**config.mk**
```make
export PLATFORM = sky130hd
export DESIGN_NAME = lfsr_die_roller
export DESIGN_NICKNAME = d
export VERILOG_FILES = /design/src/rtl/die_roller_pkg.sv /design/src/rtl/btn_debounce.sv /design/src/rtl/lfsr_die_roller.sv
export SDC_FILE = /design/constraint.sdc
export NUM_CORES = 1
export LEC_CHECK = 0
export CAP_MARGIN = 10
export CORE_ASPECT_RATIO = 1.75
export CORE_UTILIZATION = 45
export CTS_CLUSTER_DIAMETER = 120
export DETAILED_ROUTE_END_ITERATION = 12
export GPL_TIMING_DRIVEN = 0
export HOLD_SLACK_MARGIN = 0.15
export PLACE_DENSITY = 0.64
export RECOVER_POWER = 25
export SLEW_MARGIN = 5
export SYNTH_ARGS = -nofsm -noshare
export SYNTH_HDL_FRONTEND = slang
export SYNTH_SLANG_ARGS = --single-unit
export TNS_END_PERCENT = 100
```
**constraint.sdc**
```tcl
create_clock -name clk -period 4.62 [get_ports clk]
set_clock_uncertainty 0.15 [all_clocks]
set_input_delay 0.924 -clock clk [delete_from_list [all_inputs] [get_ports clk]]
set_output_delay 0.924 -clock clk [all_outputs]
set_load 0.1 [all_outputs]
```
**src/rtl/die_roller_pkg.sv**
```systemverilog
// Shared types and constants for the LFSR die roller.
// Covers FSM states, 7-segment glyphs and sides limits.
package die_roller_pkg;

  typedef enum logic [1:0] {
    S_IDLE,
    S_ROLL,
    S_SHOW
  } state_e;

  localparam logic [6:0] SEG_DASH = 7'h40;
  localparam logic [6:0] SEG_1    = 7'h06;
  localparam logic [6:0] SEG_2    = 7'h5B;
  localparam logic [6:0] SEG_3    = 7'h4F;
  localparam logic [6:0] SEG_4    = 7'h66;
  localparam logic [6:0] SEG_5    = 7'h6D;
  localparam logic [6:0] SEG_6    = 7'h7D;
  localparam logic [6:0] SEG_7    = 7'h07;
  localparam logic [6:0] SEG_8    = 7'h7F;
  localparam logic [6:0] SEG_9    = 7'h6F;

  localparam logic [3:0] SIDES_MIN    = 4'd2;
  localparam logic [3:0] SIDES_MAX    = 4'd9;
  localparam logic [3:0] REJECT_LIMIT = 4'd15;

  function automatic logic [6:0] seg_of(
    input logic [3:0] d
  );
    case (d)
      4'd1:    seg_of = SEG_1;
      4'd2:    seg_of = SEG_2;
      4'd3:    seg_of = SEG_3;
      4'd4:    seg_of = SEG_4;
      4'd5:    seg_of = SEG_5;
      4'd6:    seg_of = SEG_6;
      4'd7:    seg_of = SEG_7;
      4'd8:    seg_of = SEG_8;
      4'd9:    seg_of = SEG_9;
      default: seg_of = SEG_DASH;
    endcase
  endfunction

  function automatic logic [3:0] clamp_sides(
    input logic [3:0] s
  );
    if (s < SIDES_MIN)
      clamp_sides = SIDES_MIN;
    else if (s > SIDES_MAX)
      clamp_sides = SIDES_MAX;
    else
      clamp_sides = s;
  endfunction

endpackage

```
**src/rtl/btn_debounce.sv**
```systemverilog
// Button synchronizer, debounce counter and press pulse.
// Level flips after DEBOUNCE_CYCLES differing synced samples.
module btn_debounce #(
  parameter int DEBOUNCE_CYCLES = 16
) (
  input  logic clk,
  input  logic rst_n,
  input  logic btn_i,
  output logic level_o,
  output logic press_o
);

  localparam int CW = $clog2(DEBOUNCE_CYCLES + 1);
  localparam logic [CW-1:0] CNT_LAST =
    CW'(DEBOUNCE_CYCLES - 1);

  logic          sync1_q;
  logic          sync2_q;
  logic          level_q, level_d;
  logic          press_q, press_d;
  logic [CW-1:0] cnt_q, cnt_d;

  always_comb begin
    cnt_d   = '0;
    level_d = level_q;
    press_d = 1'b0;
    if (sync2_q != level_q) begin
      if (cnt_q == CNT_LAST) begin
        level_d = sync2_q;
        press_d = sync2_q;
      end else begin
        cnt_d = cnt_q + 1'b1;
      end
    end
  end

  always_ff @(posedge clk) begin
    if (!rst_n) begin
      sync1_q <= 1'b0;
      sync2_q <= 1'b0;
      level_q <= 1'b0;
      press_q <= 1'b0;
      cnt_q   <= '0;
    end else begin
      sync1_q <= btn_i;
      sync2_q <= sync1_q;
      level_q <= level_d;
      press_q <= press_d;
      cnt_q   <= cnt_d;
    end
  end

  assign level_o = level_q;
  assign press_o = press_q;

endmodule

```
**src/rtl/lfsr_die_roller.sv**
```systemverilog
// Animated N-sided die roll from an LFSR byte.
// Rejection sampling with a bounded retry keeps faces uniform.
module lfsr_die_roller
  import die_roller_pkg::*;
#(
  parameter int DEBOUNCE_CYCLES = 16,
  parameter int ROLL_TICKS      = 8,
  parameter int TICK_DIV        = 4
) (
  input  logic       clk,
  input  logic       rst_n,
  input  logic [7:0] rnd_in,
  input  logic       roll_btn,
  input  logic [3:0] sides,
  output logic [6:0] seg,
  output logic       dp,
  output logic       busy,
  output logic [3:0] result,
  output logic       result_valid
);

  localparam int TW =
    (TICK_DIV > 1) ? $clog2(TICK_DIV) : 1;
  localparam int RW = $clog2(ROLL_TICKS + 1);
  localparam logic [TW-1:0] TICK_LAST =
    TW'(TICK_DIV - 1);

  state_e        state_q, state_d;
  logic [3:0]    sides_q, sides_d;
  logic [RW-1:0] rem_q, rem_d;
  logic [TW-1:0] tick_q, tick_d;
  logic [3:0]    rej_q, rej_d;
  logic [6:0]    seg_q, seg_d;
  logic [3:0]    result_q, result_d;

  logic       press;
  logic       btn_level;
  logic       unused_ok;
  logic       fits;
  logic       accept;
  logic [3:0] face1;

  btn_debounce #(
    .DEBOUNCE_CYCLES(DEBOUNCE_CYCLES)
  ) u_btn (
    .clk     (clk),
    .rst_n   (rst_n),
    .btn_i   (roll_btn),
    .level_o (btn_level),
    .press_o (press)
  );

  assign unused_ok = ^{rnd_in[7:4], btn_level};

  // Forced accept maps to face 0 once rejects hit the limit
  assign fits   = rnd_in[3:0] < sides_q;
  assign accept = fits || (rej_q == REJECT_LIMIT);
  assign face1  = (fits ? rnd_in[3:0] : 4'd0) + 4'd1;

  always_comb begin
    state_d  = state_q;
    sides_d  = sides_q;
    rem_d    = rem_q;
    tick_d   = tick_q;
    rej_d    = rej_q;
    seg_d    = seg_q;
    result_d = result_q;
    unique case (state_q)
      S_IDLE, S_SHOW: begin
        if (press) begin
          state_d = S_ROLL;
          sides_d = clamp_sides(sides);
          rem_d   = RW'(ROLL_TICKS);
          tick_d  = '0;
          rej_d   = '0;
        end
      end
      S_ROLL: begin
        if (tick_q != TICK_LAST) begin
          tick_d = tick_q + 1'b1;
        end else if (accept) begin
          seg_d  = seg_of(face1);
          tick_d = '0;
          rej_d  = '0;
          rem_d  = rem_q - 1'b1;
          if (rem_q == RW'(1)) begin
            result_d = face1;
            state_d  = S_SHOW;
          end
        end else begin
          rej_d = rej_q + 1'b1;
        end
      end
      default: state_d = S_IDLE;
    endcase
  end

  always_ff @(posedge clk) begin
    if (!rst_n) begin
      state_q  <= S_IDLE;
      sides_q  <= SIDES_MIN;
      rem_q    <= '0;
      tick_q   <= '0;
      rej_q    <= '0;
      seg_q    <= SEG_DASH;
      result_q <= '0;
    end else begin
      state_q  <= state_d;
      sides_q  <= sides_d;
      rem_q    <= rem_d;
      tick_q   <= tick_d;
      rej_q    <= rej_d;
      seg_q    <= seg_d;
      result_q <= result_d;
    end
  end

  assign busy         = (state_q == S_ROLL);
  assign dp           = busy;
  assign result_valid = (state_q == S_SHOW);
  assign seg          = seg_q;
  assign result       = result_q;

endmodule

```
# == After elaboration in Yosys (flattened, before gate mapping) ==
# Memory sizes are Yosys's and may differ from the RTL's. A register that Yosys moved wholly into a read port is not among the register bits.
# Index checks and enable logic that the tools add are counted.
# totals
output_inout_bits,14
in_bits,15
mem_count,1
wordCells,70
romBits,112
regBits,29
# memory_table
name,depth,word_bits,read_ports,rd_clocked_by_memory_dff,write_ports,line,text
(no name shown),16,7,1,1,0,die_roller_pkg.sv:29,case (d)
# classes
bitwise,3
order_cmp,3
mux,20
add_sub_neg,5
n_eq_ne,12
reduce_logical,15
# ops
operator,count
2-to-1 mux 4 bit,9
case mux 4 bit (2 select lines),2
2-to-1 mux 2 bit,7
AND reduction 3 bit,4
AND reduction 4 bit,3
"adder 4 x 1 -> 4 bit, second input constant",2
case mux 2 bit (2 select lines),2
"!= test 2 x 1 -> 1 bit, second input constant",3
"adder 5 x 1 -> 5 bit, second input constant",1
"== test 5 x 4 -> 1 bit, second input constant",1
"== test 4 x 1 -> 1 bit, second input constant",1
"== test 4 bit, second input constant",1
"> comparator 4 bit, second input constant",1
"< comparator 4 x 2 -> 1 bit, second input constant",1
< comparator 4 bit,1
"!= test 2 bit, second input constant",2
AND reduction 2 bit,2
"subtractor 4 x 1 -> 4 bit, second input constant",1
"!= test 3 x 1 -> 1 bit, second input constant",1
NOT 1 bit,3
OR reduction 3 bit,1
"adder 2 x 1 -> 2 bit, second input constant",1
"== test 2 x 1 -> 1 bit, second input constant",1
"== test 2 bit, second input constant",1
6 further kinds,6

# == Depth between registers and ports, before layout ==
# logic_depth
word_depth,5
mapped_depth,13

# == Modules after synthesis ==
# Synthesis repeated with hierarchy kept, for this count alone.
# unflattened
cells_unflattened,244
hier_area_um2,2060.7
# modules_own_cells
mod,seq_area_each_um2,instances,cells_each,area_per_inst_um2
lfsr_die_roller,540.5,1,215,1740.4
btn_debounce,180.2,1,29,320.3

# == Worst setup path after synthesis ==
# No wires, ideal clock.
# synth_path
path_type,input -> register
start,input port rnd_in[3]
end,register seg_q[1] (netlist: seg[1])
setup_time_ps,60
path_slack_ps,1160
arrival_time_ps,3249
path_stages,11
required_time_ps,4410
path_cell_list,ha_1 > o211ai_2 > o21a_1 > buf_6 > and2_1 > ha_1 > or3b_2 > o21ai_0 > nand3_1 > a21oi_1 > o221a_2
# synth_via
elab_chain_len,3
# synth_lines
element,line,text
"start, declared",lfsr_die_roller.sv:12,"input logic [7:0] rnd_in,"
< comparator 4 bit,lfsr_die_roller.sv:56,assign fits = rnd_in[3:0] < sides_q;
2-to-1 mux 4 bit,lfsr_die_roller.sv:58,assign face1 = (fits ? rnd_in[3:0] : 4'd0) + 4'd1;
adder 4 x 1 -> 4 bit,lfsr_die_roller.sv:58,
via face1[1],lfsr_die_roller.sv:41,logic [3:0] face1;
"end, declared",lfsr_die_roller.sv:33,"logic [6:0] seg_q, seg_d;"
# The timed path passes the listed nets, and every way through them passes these cells.
# A chain may end at the register's enable or synchronous reset.

# == Worst setup path after layout ==
# layout_path
start,input port rnd_in[3]
end,register seg_q[1] (netlist: seg[1])
# layout_via
elab_chain_len,3
# layout_lines
element,line
< comparator 4 bit,lfsr_die_roller.sv:56
2-to-1 mux 4 bit or logical OR 1 bit (tied branches),"lfsr_die_roller.sv:58, lfsr_die_roller.sv:57"
adder 4 x 1 -> 4 bit or AND reduction 3 bit (tied branches),n/a
# Parallel ways exist; a longest one is shown, timed or not.

==> results.txt <==
DRT Pass-1 Iters: 4
final setup TNS: 0 ps
initial cell density of the core: 46.6%
sequential share of the synthesized area: 35.4%
WP data arrival: 4160 ps
largest net degree at the start of global routing: 14
CTS root buf: clkbuf_8
end-of-flow core utilization: 55.5%
R2R Path Start: sides_q[3]
syn nets: 259
count of final setup violators: 0
cells after synthesis: 230
slew margin rel.: 35.3%
Worst setup SP type: input pin
Hold Buf Count CTS: 0
Routed WL: 4400 µm
Synth Flop Type: dfxtp_1
total power: 0.605 mW
vias: 1715
worst min-delay path category: reg -> reg
Hold Path End: u_btn.sync2_q
hold path cells: 1
Synth top area share: 35.4%
Post-CTS Setup Inserts: 0
chip height: 90.9 µm
ys async rst share: 0%
Hold Vio Cnt, Final: 0
die area: 0.00480 mm²
Max Buffers Root-to-Sink: 2
port bufs: 23
Overflow after GRT: 0
Critical Path RT: 4710 ps
initial antenna violation count: 0
CTS tree: yes
Area growth, synth to finish: 19.0%
clock slew at reported path FFs: 80 ps
Final Cycle Share: 88.2%
RSZ-0062 raised after global routing: false
1st-iter DRT viols: 34
Power Density: 250 mW/mm²
Nets: 289
PostCTS Resize Cnt: 0
# DRC: 0
max_cap viols: 0
crit path capture type: flop
IO Count: 29
GRT Overall Usage: 21.2%
R2R Path End: seg[1]
Syn. warnings: 0
clock latency on the worst-skew pair: 290 ps
final worst path period need: 4070 ps
post-synth cell types: 57
beginning of the worst hold path: u_btn.sync1_q
Sink Count: 36
Max Slew Vio Count: 0
DR WL/cell: 14.1 µm
clock buffer count from CTS: 5
synthesized area: 0.00203 mm²
FMAX: 245 MHz
most frequent cells after synthesis: dfxtp_1, nor2_1, inv_1, ha_1
Synth Register Bits: 36
core area: 0.00436 mm²
layout cells sized above 1: 11.5%
Worst Path Class, Setup: in -> reg
vias per cell: 5.50
crit-path max FO: 10
number of flops mapped to enable cells by yosys: 0
Final HPWL DP: 3320 µm
LEAKAGE: 0.880 nW
standard-cell rows: 32
vias in the first global route: 1700
RePlAce Congestion: 0.795
Mapped Avg Cell Area: 8.85 µm²
leading area contributor after synthesis: dfxtp_1
diodes inserted: 0
H-Tree Depth: 2
Die X: 52.8 µm
# fillers: 417
Tightest Pin Transition: 967 ps
Worst Reg-to-Reg Cells: 13
global-route wire length before repair: 7580 µm
top cells by area, synth: dfxtp_1, ha_1, nor2_1, mux2i_1, a21oi_1
post-route ant nets: 0
outcome: finished clean
cell with the most instances after synthesis: dfxtp_1
setup slack, reg-to-reg: 1420 ps
Max VDD drop: 0.216 mV
metrics by stage:
stage | std cells | setup slack [ps] | hold WS, ps | area, µm²
after floorplan | 230 | 1160 | 262 | 2030
after global placement | 304 | 310 | 285 | 2330
after detailed placement | 304 | 242 | 278 | 2330
after CTS | 312 | 547 | 301 | 2420
after global routing | 312 | 312 | 335 | 2420
final | 312 | 545 | 300 | 2420
how the worst max path moves through the flow:
stage / start / to / cells past startpoint
finish: rnd_in[3] / seg[1] / 13
global route: rnd_in[3] / seg[1] / 13
CTS: rnd_in[3] / seg[1] / 13
detailed placement: rnd_in[3] / seg[1] / 13
global placement: rnd_in[3] / seg[1] / 13
floorplan: rnd_in[3] / seg[1] / 11
critical path: stages:
cell             delay [ps]
clkdlybuf4s50_1         540
ha_1                    390
a21oi_2                 280
o21a_1                  240
buf_6                   170
and2_1                  230
ha_1                    160
buf_2                   200
xor2_1                  150
nor4_1                  310
a31oi_1                  70
o31ai_1                 260
o221a_2                 230
flip-flops by register name, summed over array words and instances, names as in the netlist:
register	count
seg	7
u_btn.cnt_q	5
u_btn.level_o	1
rej_q	4
state_q	2
tick_q	2
result	4
rem_q	4
u_btn.press_o	1
u_btn.sync2_q	1
sides_q	4
u_btn.sync1_q	1
report_power, final:
| group | total [mW] | internal, mW | switching [mW] |
|---|---|---|---|
| clock | 0.230 | 0.107 | 0.124 |
| sequential | 0.312 | 0.311 | 0.000562 |
| combinational | 0.0629 | 0.0257 | 0.0372 |
placed cells by master (no fill, tap or decap), types with 3 or more instances in the layout:
cell type,Yosys,routed
a21oi_1,13,13
a31oi_1,4,4
and2_1,5,4
buf_2,4,4
clkbuf_1,3,4
clkbuf_8,0,5
clkdlybuf4s50_1,0,23
dfxtp_1,36,36
ha_1,14,14
inv_1,16,16
mux2i_1,7,7
nand2_1,13,13
nand3_1,9,9
nand3b_1,3,3
nor2_1,21,21
nor3_1,5,5
o211ai_1,3,3
o211ai_2,3,3
o21ai_0,10,10
or3_1,3,3
xnor2_1,5,5
xor2_1,5,5
kinds of logic (layout without fill, tap and decap cells):
group | after synthesis | after routing | share of synthesized area [%]
buffers and inverters | 28 | 59 | 6.33
xor gates and xnor gates | 10 | 10 | 4.30
adders and majority gates | 14 | 14 | 8.61
DFF | 36 | 36 | 35.4
muxes | 8 | 8 | 4.00
AOI/OAI and AO/OA | 56 | 56 | 20.4
and+or+nand+nor | 78 | 78 | 21.0
layer usage:
| metal | track usage, % | vias to the layer above | part of all wire, % |
|---|---|---|---|
| li1 | - | 879 | - |
| met1 | 22.8 | 802 | 41 |
| met2 | 37.1 | 25 | 54 |
| met3 | 5.19 | 9 | 2.9 |
| met4 | 9.43 | 0 | 1.9 |
| met5 | 0 | - | 0 |
final cells by class:
class / count / area [µm²] / area share, %
repair buffers: 23 / 230 / 9.51
clock inverters: 3 / 23.8 / 0.982
well taps: 51 / 63.8 / 2.64
inverters: 17 / 63.8 / 2.64
multi-input cells: 166 / 1180 / 48.9
clock buffers: 5 / 68.8 / 2.84
plain buffers: 11 / 65.1 / 2.69
flip-flops and latches: 36 / 721 / 29.8
No activity file was read; power rests on OpenSTA's default activity.
